==> config.mk <==
export PLATFORM = sky130hd
export DESIGN_NAME = even_parity_serializer
export DESIGN_NICKNAME = d
export VERILOG_FILES = /design/src/rtl/parity_pkg.sv /design/src/rtl/bit_timer.sv /design/src/rtl/even_parity_serializer.sv
export SDC_FILE = /design/constraint.sdc
export NUM_CORES = 1
export LEC_CHECK = 0
export ABC_AREA = 1
export ABC_CLOCK_PERIOD_IN_PS = 3200
export BUFFER_PORTS_ARGS = -buffer_cell sky130_fd_sc_hd__buf_2
export CAP_MARGIN = 25
export CORE_MARGIN = 4
export CORE_UTILIZATION = 45
export CTS_BUF_LIST = sky130_fd_sc_hd__clkbuf_8
export CTS_CLUSTER_SIZE = 24
export DETAILED_ROUTE_END_ITERATION = 8
export GPL_TIMING_DRIVEN = 0
export PLACE_DENSITY_LB_ADDON = 0.3
export SYNTH_ARGS = -nofsm -noshare
export SYNTH_HDL_FRONTEND = slang
export SYNTH_SLANG_ARGS = --single-unit
==> constraint.sdc <==
create_clock -name clk -period 3.2 [get_ports clk]
set_input_delay 0.64 -clock clk [delete_from_list [all_inputs] [get_ports clk]]
set_output_delay 0.64 -clock clk [all_outputs]
set_load 0.01 [all_outputs]
==> src/rtl/parity_pkg.sv <==
// Shared types and constants for the even-parity serial transmitter.
// One frame: start bit, eight data bits (LSB first), parity bit, stop bit.
package parity_pkg;

    localparam int unsigned DATA_BITS  = 8;
    localparam int unsigned FRAME_BITS = 11;

    typedef enum logic [2:0] {
        IDLE   = 3'd0,
        START  = 3'd1,
        DATA   = 3'd2,
        PARITY = 3'd3,
        STOP   = 3'd4
    } state_t;

    // Even-parity bit of a byte: 1 when the byte holds an odd number of ones.
    function automatic logic even_parity(input logic [DATA_BITS-1:0] data);
        return ^data;
    endfunction

endpackage

==> src/rtl/bit_timer.sv <==
// Bit-period counter: tick is high on the last cycle of each CLKS_PER_BIT-cycle period.
// The counter wraps on tick so every bit or state change starts a fresh period.
module bit_timer #(
    parameter int unsigned CLKS_PER_BIT = 4
) (
    input  logic clk,
    input  logic rst_n,
    input  logic clear,
    output logic tick
);

    localparam int unsigned    CNT_W = (CLKS_PER_BIT > 1) ? $clog2(CLKS_PER_BIT) : 1;
    localparam logic [CNT_W-1:0] LAST  = CNT_W'(CLKS_PER_BIT - 1);

    logic [CNT_W-1:0] cnt_q;
    logic [CNT_W-1:0] cnt_d;

    assign tick = !clear && (cnt_q == LAST);

    always_comb begin
        cnt_d = cnt_q;
        if (clear || tick) begin
            cnt_d = '0;
        end else begin
            cnt_d = cnt_q + 1'b1;
        end
    end

    always_ff @(posedge clk or negedge rst_n) begin
        if (!rst_n) begin
            cnt_q <= '0;
        end else begin
            cnt_q <= cnt_d;
        end
    end

endmodule

==> src/rtl/even_parity_serializer.sv <==
// Serial transmitter for a byte plus upstream-supplied even parity; flags parity
// disagreement on par_err but always sends the parity bit exactly as received.
module even_parity_serializer
    import parity_pkg::*;
#(
    parameter int unsigned CLKS_PER_BIT = 4
) (
    input  logic                 clk,
    input  logic                 rst_n,
    input  logic [DATA_BITS-1:0] data_in,
    input  logic                 parity_in,
    input  logic                 in_valid,
    output logic                 in_ready,
    output logic                 tx,
    output logic                 busy,
    output logic                 par_err
);

    localparam logic [2:0] LAST_IDX = 3'(DATA_BITS - 1);

    state_t               state_q, state_d;
    logic [DATA_BITS-1:0] data_q, data_d;
    logic                 par_q, par_d;
    logic                 par_err_q, par_err_d;
    logic [2:0]           idx_q, idx_d;
    logic                 tx_q, tx_d;
    logic                 tick;
    logic                 timer_clear;

    // Timer is held at zero while idle so START begins a full period.
    assign timer_clear = (state_q == IDLE);

    bit_timer #(
        .CLKS_PER_BIT(CLKS_PER_BIT)
    ) u_bit_timer (
        .clk  (clk),
        .rst_n(rst_n),
        .clear(timer_clear),
        .tick (tick)
    );

    assign in_ready = (state_q == IDLE);
    assign busy     = (state_q != IDLE);
    assign tx       = tx_q;
    assign par_err  = par_err_q;

    always_comb begin
        state_d   = state_q;
        data_d    = data_q;
        par_d     = par_q;
        par_err_d = par_err_q;
        idx_d     = idx_q;

        unique case (state_q)
            IDLE: begin
                if (in_valid) begin
                    state_d   = START;
                    data_d    = data_in;
                    par_d     = parity_in;
                    par_err_d = (parity_in != even_parity(data_in));
                    idx_d     = '0;
                end
            end
            START: begin
                if (tick) begin
                    state_d = DATA;
                    idx_d   = '0;
                end
            end
            DATA: begin
                if (tick) begin
                    if (idx_q == LAST_IDX) begin
                        state_d = PARITY;
                    end else begin
                        idx_d = idx_q + 3'd1;
                    end
                end
            end
            PARITY: begin
                if (tick) begin
                    state_d = STOP;
                end
            end
            STOP: begin
                if (tick) begin
                    state_d = IDLE;
                end
            end
            default: begin
                state_d = IDLE;
            end
        endcase
    end

    // tx is registered from next-state values so the line moves on the first START cycle.
    always_comb begin
        tx_d = 1'b1;
        unique case (state_d)
            IDLE:    tx_d = 1'b1;
            START:   tx_d = 1'b0;
            DATA:    tx_d = data_d[idx_d];
            PARITY:  tx_d = par_d;
            STOP:    tx_d = 1'b1;
            default: tx_d = 1'b1;
        endcase
    end

    always_ff @(posedge clk or negedge rst_n) begin
        if (!rst_n) begin
            state_q   <= IDLE;
            data_q    <= '0;
            par_q     <= 1'b0;
            par_err_q <= 1'b0;
            idx_q     <= '0;
            tx_q      <= 1'b1;
        end else begin
            state_q   <= state_d;
            data_q    <= data_d;
            par_q     <= par_d;
            par_err_q <= par_err_d;
            idx_q     <= idx_d;
            tx_q      <= tx_d;
        end
    end

endmodule

==> results of run 1 <==
-- path summary, 6_finish.rpt --
| path | start | endpoint | slack (ns) |
|---|---|---|---|
| hold reg to reg | u_bit_timer.cnt_q[0] | u_bit_timer.cnt_q[0] | 0.44 |
| hold / removal | rst_n | u_bit_timer.cnt_q[1] | 0.31 |
| min in group clk | u_bit_timer.cnt_q[0] | u_bit_timer.cnt_q[0] | 0.44 |
| max in group asynchronous | rst_n | tx | 2.56 |
| setup reg to reg | u_bit_timer.cnt_q[0] | tx | 1.54 |
| setup / recovery | state_q[2] | in_ready | 1.37 |
-- report_power, final --
part,internal (mW),switching [mW],leakage (nW),total (mW)
clock network,0.0853,0.0753,0.0269,0.161
registers,0.286,0.0234,0.228,0.310
logic,0.102,0.158,0.422,0.260
total,0.473,0.257,0.676,0.730
-- stage by stage --
| stage | cells | utilization (%) | instance area [µm²] |
|---|---|---|---|
| finish | 193 | 53.4 | 1320 |
| CTS | 193 | 53.4 | 1320 |
| global placement | 189 | 51.6 | 1280 |
| floorplan | 144 | - | 1160 |
| detailed placement | 189 | 51.6 | 1280 |
| global route | 193 | 53.4 | 1320 |
-- cell type report --
cell class                      instances  area [µm²]  area share (%)
Timing Repair Buffer                   15        75.1            5.68
Tap cell                               30        37.5            2.84
Inverter                               29         111            8.42
Clock buffer                            3        41.3            3.12
Multi-Input combinational cell         95         566            42.8
Clock inverter                          1        3.75           0.284
Sequential cell                        19         477            36.0
Buffer                                  1        11.3           0.851
-- critical path, stage by stage, from the launching register on --
cell     delay, ns
dfrtp_1       0.44
nor2_4        0.19
nand2_4       0.11
inv_4         0.07
buf_2         0.12
-- sequential cells by signal (all words and copies together), names as in the netlist --
signal / flops
data_q: 8
idx_q: 3
par_err: 1
par_q: 1
state_q: 3
tx: 1
u_bit_timer.cnt_q: 2
-- metal layers --
metal  track usage (%)  part of all wire (%)  vias up
met1              18.1                    45      422
met5                 0                     0        -
li1                  -                     -      485
met2              23.3                    48       24
met4              8.74                   2.6        0
met3              3.29                   4.5        6
-- cells in the final DEF, fill, tap and decap left out --
master    instances
o21ai_0           4
nor2_4            2
xor2_1            1
inv_4             1
nand2_2           5
a21oi_2           1
nand2_1          30
or2_1             3
nand2_4           2
ha_1              2
nor3_1            3
nor2_1            6
dfstp_2           1
nor2_2            1
o21ai_2           4
nand3_2           6
o32ai_1           1
a21oi_1           4
dfrtp_1          18
nand3_1          11
o21ai_1           1
inv_2             2
xnor2_1           7
inv_1            27
buf_6             1
or2_2             1
clkbuf_8          3
buf_2            15
-- logic make-up (layout without fill, tap and decap cells) --
group	count (synthesis)	after routing	synth area share (%)
simple gates	70	70	32.0
compound gates	15	15	8.38
fa+ha+maj	2	2	2.15
xor+xnor	8	8	6.02
flops	19	19	40.9
buf+inv	30	49	10.5
==> metrics, run 1 <==
Synth Cell Area 0.00116 mm²; async set-reset flop share out of synthesis 100%; worst skew pair latency roughly 0.25 ns; die area ~0.0035 mm²; ANT cells 0; critical path arrival around 1.2 ns; All-Layer GR Usage roughly 15%; final hold vios 0; CP Class register to primary output; maximum clock frequency between 500 and 600 MHz; sequential share of the synthesized area roughly two fifths; nature of the critical path startpoint register; num rows 18; status completed; FILL cells between 200 and 250; io pins 16; # DRC 0; setup TNS 0 ns; unrepaired setup endpoints after global routing false; total gr overflow 0; Synth area leader dfrtp_1; Initial DRT Pass Iterations 4; Setup Skew between 0.002 and 0.003 ns; CTS tree done; power per cell area around 550 mW/mm²; CTS Hold Bufs 0; Vias about 940; Sink Count 19; worst-margin pin slew around 0.43 ns; die height 58.9 µm; WL per Instance about 11 µm; Req. time, crit path roughly 2.6 ns; cell count of the worst reg-to-reg path 8; nets@finish about 180; final worst slack 1.37 ns; min-delay worst type input pin to asynchronous set/reset pin; peak supply drop about 0.38 mV; Synth cell types 26; Post-Place Worst Slack roughly 1.5 ns; DRT Wirelength about 2100 µm; first-pass GRT wire length 3820 µm; initial core utilization 47.0%; CTS clk-pin slew, worst paths ~0.07 ns; Primary FF master, synth dfrtp_1; Setup Buffers After CTS 0; number of synthesized flops with an enable pin 0; Ys Warns 0; layout cells sized above 1 between 20% and 30%; min Tclk post-route between 1.5 and 2 ns; Via-to-Cell Ratio ~4.9; number of global-route vias before repair just over 900; Core Footprint ~0.0025 mm²; H-tree depth 1; initial antenna violation count 0; area delta synth->final 13.5%; endpoints failing setup 0; largest net degree at the start of global routing 20; # port buffers 15; Root Buffer clkbuf_8; clk buf depth 2; Yosys top cell area share between 30% and 40%; most frequent cell after synthesis nand2_1; hpwl dp 1690 µm; Max-cap violations 0; relative max-transition margin between 70% and 80%; Hold WS 0.313 ns; Post-Syn Instances between 100 and 150; total power ~730 µW; Die W slightly below 60 µm; Pleak ~0.68 nW; Seq cells post-synth 19; CTS Buf Count 3; Synthesized Nets about 160; critical-path maximum fanout 5; initial DRC count 20; Antenna Nets Post-Route 0; Post-CTS Resized 0; Pins Over Slew Limit 0; Final period util around 57%; Post-synth top cells nand2_1 (30), inv_1 (26), dfrtp_1 (18), nand3_1 (11), xnor2_1 (7); Worst setup EP type primary output; syn_area_per_cell slightly above 8 µm²; synth top area cells dfrtp_1 (39%), nand2_1 (9.7%), inv_1 (8.4%), xnor2_1 (5.3%), nand3_2 (5.2%); Final Wtd Congestion about 0.89
Power figures use the tool's default switching activity.
==> inputs of run 2 (changes only) <==
--- a/config.mk
+++ b/config.mk
@@ -6,7 +6,7 @@
 export NUM_CORES = 1
 export LEC_CHECK = 0
 export ABC_AREA = 1
-export ABC_CLOCK_PERIOD_IN_PS = 3200
+export ABC_CLOCK_PERIOD_IN_PS = 1550
 export BUFFER_PORTS_ARGS = -buffer_cell sky130_fd_sc_hd__buf_2
 export CAP_MARGIN = 25
 export CORE_MARGIN = 4
==> constraint.sdc (replaced) <==
create_clock -name clk -period 1.55 [get_ports clk]
set_input_delay 0.31 -clock clk [delete_from_list [all_inputs] [get_ports clk]]
set_output_delay 0.31 -clock clk [all_outputs]
set_load 0.01 [all_outputs]
==> run 2 against run 1 <==
  * The run now ends with negative setup slack left
  * Non-clock buffer count is 9 higher
  * Critical path depth grew 7
  * Combinational power rose to 2.7 times the previous value
  * Worst setup slack got worse by 1.4 ns
  * Cell count up 5.2%
  * Die area stayed put
  * Critical endpoint is now tx
  * Largest cell class unchanged
==> metrics, run 2 (same netlist as run 1, synthesis figures left out) <==
status finished with violations (was completed); final hold vios 0 (unchanged); Max-cap violations 0 (unchanged); Psw 607 µW (was 257 µW); initial core utilization 47.0% (unchanged); H-tree depth 1 (unchanged); critical path arrival 1.79 ns (was 1.19 ns); Worst setup EP type register (was primary output); WL per Instance 12.6 µm (was 11.0 µm); min-delay worst type input pin to register (was input pin to asynchronous set/reset pin); most frequent cells in the layout nand2_1 (26), inv_1 (26), dfrtp_1 (16) (was nand2_1 (30), inv_1 (27), dfrtp_1 (18)); All-Layer GR Usage 16.0% (was 14.7%); CP Class register to register (was register to primary output); endpoints failing setup 1 (was 0); critical-path maximum fanout 6 (was 5); Clk pwr share 20.1% (was 22.0%); die area 0.00347 mm² (unchanged); sequential share of power 38.3% (was 42.4%); Final period util 103%; initial antenna violation count 0 (unchanged); worst-margin pin slew 0.437 ns (was 0.425 ns); max reg flops 8 (unchanged); power per cell area 1120 mW/mm² (was 552 mW/mm²); combinational share of power 41.6% (was 35.6%); FILL cells 217 (was 237); ANT cells 0 (unchanged); hpwl dp 1690 µm (unchanged); layout cells sized above 1 38.7% (was 27.6%); CTS tree done (unchanged); Pint 1.07 mW (was 473 µW); critical path cell sequence nor2_4 > nand2_4 > inv_4 > nand2_4 > buf_12 > o21ai_4 > nand3_2 > nand3_2 > nand3_2 > nand3_2 > nand2_2 (was nor2_4 > nand2_4 > inv_4 > buf_2); Pleak 0.740 nW (was 0.676 nW); nets@finish 188 (was 178); crit-path max cell delay 0.46 ns (was 0.44 ns); Vias 1,006 (was 937); Antenna Nets Post-Route 0 (unchanged); CTS Buf Count 3 (unchanged); clk buf depth 2 (unchanged); Top reg by flops data_q (unchanged); Setup Skew 0.00546 ns (was 0.00257 ns); Final Wtd Congestion 0.894 (unchanged); Core Footprint 0.00248 mm² (unchanged); Req. time, crit path 1.74 ns (was 2.56 ns); # port buffers 15 (unchanged); total power 1.68 mW (was 730 µW); Sw Ratio 36.1% (was 35.2%); first-pass GRT wire length 4140 µm (was 3820 µm); DRT Wirelength 2560 µm (was 2130 µm); io pins 16 (unchanged); final worst slack -0.0481 ns (was 1.37 ns); relative max-transition margin 70.9% (was 71.6%); CP dominant cell by count nand3_2; CTS clk-pin slew, worst paths 0.07 ns (about the same); peak supply drop 0.802 mV (was 0.379 mV); Initial DRT Pass Iterations 4 (unchanged); unrepaired setup endpoints after global routing true (was false); Pins Over Slew Limit 0 (unchanged); maximum clock frequency about 630 MHz; final design area excluding fillers 0.00151 mm² (was 0.00132 mm²); area delta synth->final 29.2% (was 13.5%); largest net degree at the start of global routing 20 (unchanged); Sink Count 19 (unchanged); nature of the critical path startpoint register (unchanged); initial DRC count 20 (unchanged); worst skew pair latency 0.26 ns (was 0.25 ns); number of global-route vias before repair 978 (was 908); Via-to-Cell Ratio 4.96 (was 4.85); Die W 58.9 µm (unchanged); # DRC 0 (unchanged); violated checks negative setup slack; Crit-path slowest cell dfrtp_2 (was dfrtp_1); post-place instance area 0.00128 mm² (unchanged); die height 58.9 µm (unchanged); biggest regs data_q x8, idx_q x3, state_q x3 (unchanged); Root Buffer clkbuf_8 (unchanged); total gr overflow 0 (unchanged); num rows 18 (unchanged); min Tclk post-route roughly 1.6 ns
[run 2: changes by cell type in the layout (fill, tap and decap cells not counted), moves of 3 or more]
cell	change
buf_4	+7
nand2_1	-4
o21ai_4	+4
nand2_2	+3
[run 2: area by class of cell]
class                   count  area [µm²]  area share (%)
plain buffers               1        20.0            1.33
clock buffers               3        41.3            2.74
clock inverters             1        3.75           0.249
inverters                  29         111            7.40
multi-input cells          96         649            43.1
flip-flops and latches     19         479            31.8
well taps                  30        37.5            2.49
repair buffers             24         163            10.8
[run 2: path summary, 6_finish.rpt]
kind / startpoint / endpoint / slack, ns / depth (start not counted)
worst min register to register: u_bit_timer.cnt_q[0] / u_bit_timer.cnt_q[0] / 0.44 / 1
worst max register to register: state_q[2] / tx / -0.05 / 11
min in group asynchronous: rst_n / u_bit_timer.cnt_q[1] / 0.52 / 2
worst max-delay path: state_q[2] / tx / -0.05 / 11
worst min-delay path: data_in[3] / data_q[3] / 0.31 / 3
max in group asynchronous: rst_n / tx / 0.70 / 2
[run 2: repair_timing]
action	4_1_cts	5_1_grt
pin swaps	3	5
cloned	1	1
setup buffers	5	2
hold buffers	1	0
gates resized for setup	18	6
endpoints found under the setup margin	1	2
endpoints found under the hold margin	12	0
[run 2: routing by layer]
layer	GRT usage, %	up-vias	wire, µm
li1	-	503	-
met2	26.3	31	1300
met1	19.2	464	1050
met3	3.29	8	135
met4	9.39	0	70
met5	0	-	0
[run 2: stage by stage]
step,util [%],setup TNS (ns),std cells,setup slack [ns],hold slack [ns]
after global placement,51.6,-0.0795,189,-0.0795,0.271
after global routing,60.8,-0.192,203,-0.155,0.320
final,60.8,-0.0481,203,-0.0481,0.306
after CTS,57.8,-0.0000521,200,-0.0000521,0.304
after detailed placement,51.6,-0.102,189,-0.102,0.275
after floorplan,-,0,144,0.0807,0.0144
[run 2: worst max-delay path, delay by kind of cell (launching register included)]
family / cells / cell delay, ns
buffers and inverters: 2 / 0.22
AOI/OAI and AO/OA: 1 / 0.15
DFF: 1 / 0.46
and+or+nand+nor: 8 / 0.68
[run 2: power by group through the flow]
stage	Combinational, mW	Clock, mW	Sequential (mW)
2_1_floorplan	0.403	0	0.648
3_3_place_gp	0.529	0	0.645
3_5_place_dp	0.542	0	0.650
4_1_cts	0.637	0.345	0.641
5_1_grt	0.778	0.369	0.654
6_report	0.699	0.337	0.643
==> inputs of run 3 (changes only) <==
--- a/config.mk
+++ b/config.mk
@@ -7,7 +7,7 @@
 export LEC_CHECK = 0
 export ABC_AREA = 1
 export ABC_CLOCK_PERIOD_IN_PS = 1550
-export BUFFER_PORTS_ARGS = -buffer_cell sky130_fd_sc_hd__buf_2
+export BUFFER_PORTS_ARGS = -buffer_cell sky130_fd_sc_hd__buf_4
 export CAP_MARGIN = 25
 export CORE_MARGIN = 4
 export CORE_UTILIZATION = 45
==> run 3 against run 2 <==
  * The run still ends with negative setup slack left
  * Die area stayed put
  * Cell count is 2.0% higher
  * Clock power hardly changed
  * Sequential power hardly changed
  * Clock skew is 0.0015 ns lower
  * Total power is 5.9% higher
  * Via count is 1.7% higher
  * First-iteration DRC count is 20% lower
  * Critical endpoint is now busy
==> metrics, run 3 (same netlist as run 1, synthesis figures left out) <==
worst-margin pin slew 0.322 ns (was 0.437 ns); relative max-transition margin 78.4% (was 70.9%); Hold Path End data_q[3] (unchanged); nature of the critical path startpoint register (unchanged); Vias 1,023 (was 1,006); Worst setup EP type primary output (was register); layout cells sized above 1 45.8% (was 38.7%); most common cell after layout, fill and taps aside buf_4; Hold WS 0.291 ns (was 0.306 ns); biggest regs data_q x8, idx_q x3, state_q x3 (unchanged); # DRC 0 (unchanged); Final period util 101% (was 103%); violated checks negative setup slack (unchanged); # port buffers 15 (unchanged); ANT cells 0 (unchanged); max reg flops 8 (unchanged); first-pass GRT wire length 4490 µm (was 4140 µm); FILL cells 215 (was 217); met3 usage 3.95% (was 3.29%); worst skew pair latency 0.26 ns (about the same); Antenna Nets Post-Route 0 (unchanged); num rows 18 (unchanged); H-tree depth 1 (unchanged); nets@finish 192 (was 188); Final Wtd Congestion 0.895 (was 0.894); die area 0.00347 mm² (unchanged); Pleak 0.795 nW (was 0.740 nW); Via-to-Cell Ratio 4.94 (was 4.96); min Tclk post-route 1.57 ns (was 1.60 ns); area occupied by multi-input gates 722 µm² (was 649 µm²); critical-path maximum fanout 5 (was 6); maximum clock frequency 636 MHz (was 626 MHz); DRT Wirelength 2660 µm (was 2560 µm); io pins 16 (unchanged); Die W 58.9 µm (unchanged); die height 58.9 µm (unchanged); initial antenna violation count 0 (unchanged); initial core utilization 47.0% (unchanged); startpoint of the worst hold path data_in[3] (unchanged); CTS Buf Count 3 (unchanged); unrepaired setup endpoints after global routing true (unchanged); min-delay worst type input pin to register (unchanged); worst r2r dst tx (unchanged); Placed Cells 189 (unchanged); Root Buffer clkbuf_8 (unchanged); peak supply drop 0.721 mV (was 0.802 mV); final worst slack -0.0219 ns (was -0.0481 ns); number of global-route vias before repair 1,048 (was 978); Finished Layout Cells 207 (was 203); busiest grt layer met2 (unchanged); power per cell area 1090 mW/mm² (was 1120 mW/mm²); clk buf depth 2 (unchanged); met2 usage 29.2% (was 26.3%); met1 Track Usage GR 21.1% (was 19.2%); initial DRC count 16 (was 20); status finished with violations (unchanged); Req. time, crit path 1.24 ns (was 1.74 ns); fin util 66.0% (was 60.8%); Sink Count 19 (unchanged); Core Footprint 0.00248 mm² (unchanged); WL per Instance 12.9 µm (was 12.6 µm); reg2reg start u_bit_timer.cnt_q[0] (was state_q[2]); Top reg by flops data_q (unchanged); Max-cap violations 0 (unchanged); hpwl dp 1720 µm (was 1690 µm); endpoints failing setup 2 (was 1); FF/Latch Area 480 µm² (was 479 µm²); hold path cells 3 (unchanged); CTS clk-pin slew, worst paths 0.07 ns (about the same); Post-Place Worst Slack -0.101 ns (was -0.102 ns); All-Layer GR Usage 16.8% (was 16.0%); cell count of the worst reg-to-reg path 10 (was 11); largest net degree at the start of global routing 20 (unchanged); final hold vios 0 (unchanged); CTS tree done (unchanged); total gr overflow 0 (unchanged); CP Class register to primary output (was register to register); area delta synth->final 40.4% (was 29.2%); Setup Skew 0.00400 ns (was 0.00546 ns); Worst R2R Setup Slack 0 ns (was -0.05 ns); Initial DRT Pass Iterations 4 (unchanged); critical path arrival 1.26 ns (was 1.79 ns); Pins Over Slew Limit 0 (unchanged); most frequent cells in the layout buf_4 (26), nand2_1 (25), inv_1 (24) (was nand2_1 (26), inv_1 (26), dfrtp_1 (16))
## run 3: cell types whose count changed in the layout (fill, tap and decap cells not counted), sizes merged
cell,before,now
buf,23,28
clkbuf,4,3
## run 3: area by class of cell
class	instances	area share (%)
Buffer	1	1.22
Tap cell	30	2.30
Clock buffer	3	2.52
Inverter	29	6.96
Timing Repair Buffer	28	13.2
Clock inverter	1	0.230
Sequential cell	19	29.4
Multi-Input combinational cell	96	44.1
## run 3: metal layers
layer  part of all wire [%]  wire (µm)
met1                     42       1120
met2                     55       1460
met3                    2.9         76
met4                   0.30          8
met5                      0          0
## run 3: what timing repair did
action / 4_1_cts / 5_1_grt
cloned: 1 / 0
hold endpoints to repair: 18 / 0
setup endpoints to repair: 1 / 1
gates resized for setup: 10 / 32
buffers inserted: 7 / 5
hold buffers: 1 / 0
pin swaps: 3 / 8
## run 3: power by group
part / internal [mW] / leakage [nW] / total [mW] / switching (mW)
combinational: 0.359 / 0.545 / 0.794 / 0.435
sequential: 0.594 / 0.224 / 0.646 / 0.0520
clock: 0.176 / 0.0269 / 0.338 / 0.162
total: 1.13 / 0.795 / 1.78 / 0.650
## run 3: through the flow
stage / instance area (µm²) / power, mW / TNS, ns
detailed placement: 1320 / 1.22 / -0.101
floorplan: 1160 / 1.05 / 0
global placement: 1320 / 1.20 / -0.0738
CTS: 1450 / 1.62 / 0
finish: 1640 / 1.78 / -0.0262
global route: 1640 / 1.91 / -0.237
## run 3: worst max path at each step
stage | startpoint | to | cells after the start
2_1_floorplan | u_bit_timer.cnt_q[0] | tx | 11
3_3_place_gp | u_bit_timer.cnt_q[0] | tx | 11
3_5_place_dp | u_bit_timer.cnt_q[0] | tx | 11
4_1_cts | state_q[0] | tx | 10
5_1_grt | state_q[2] | tx | 10
6_report | state_q[2] | busy | 4
## run 3: critical path, stage by stage, from the launching register on
cell and delay, ns:
dfrtp_2 0.43, nor2_4 0.17, nand2_4 0.12, buf_4 0.16, buf_4 0.13
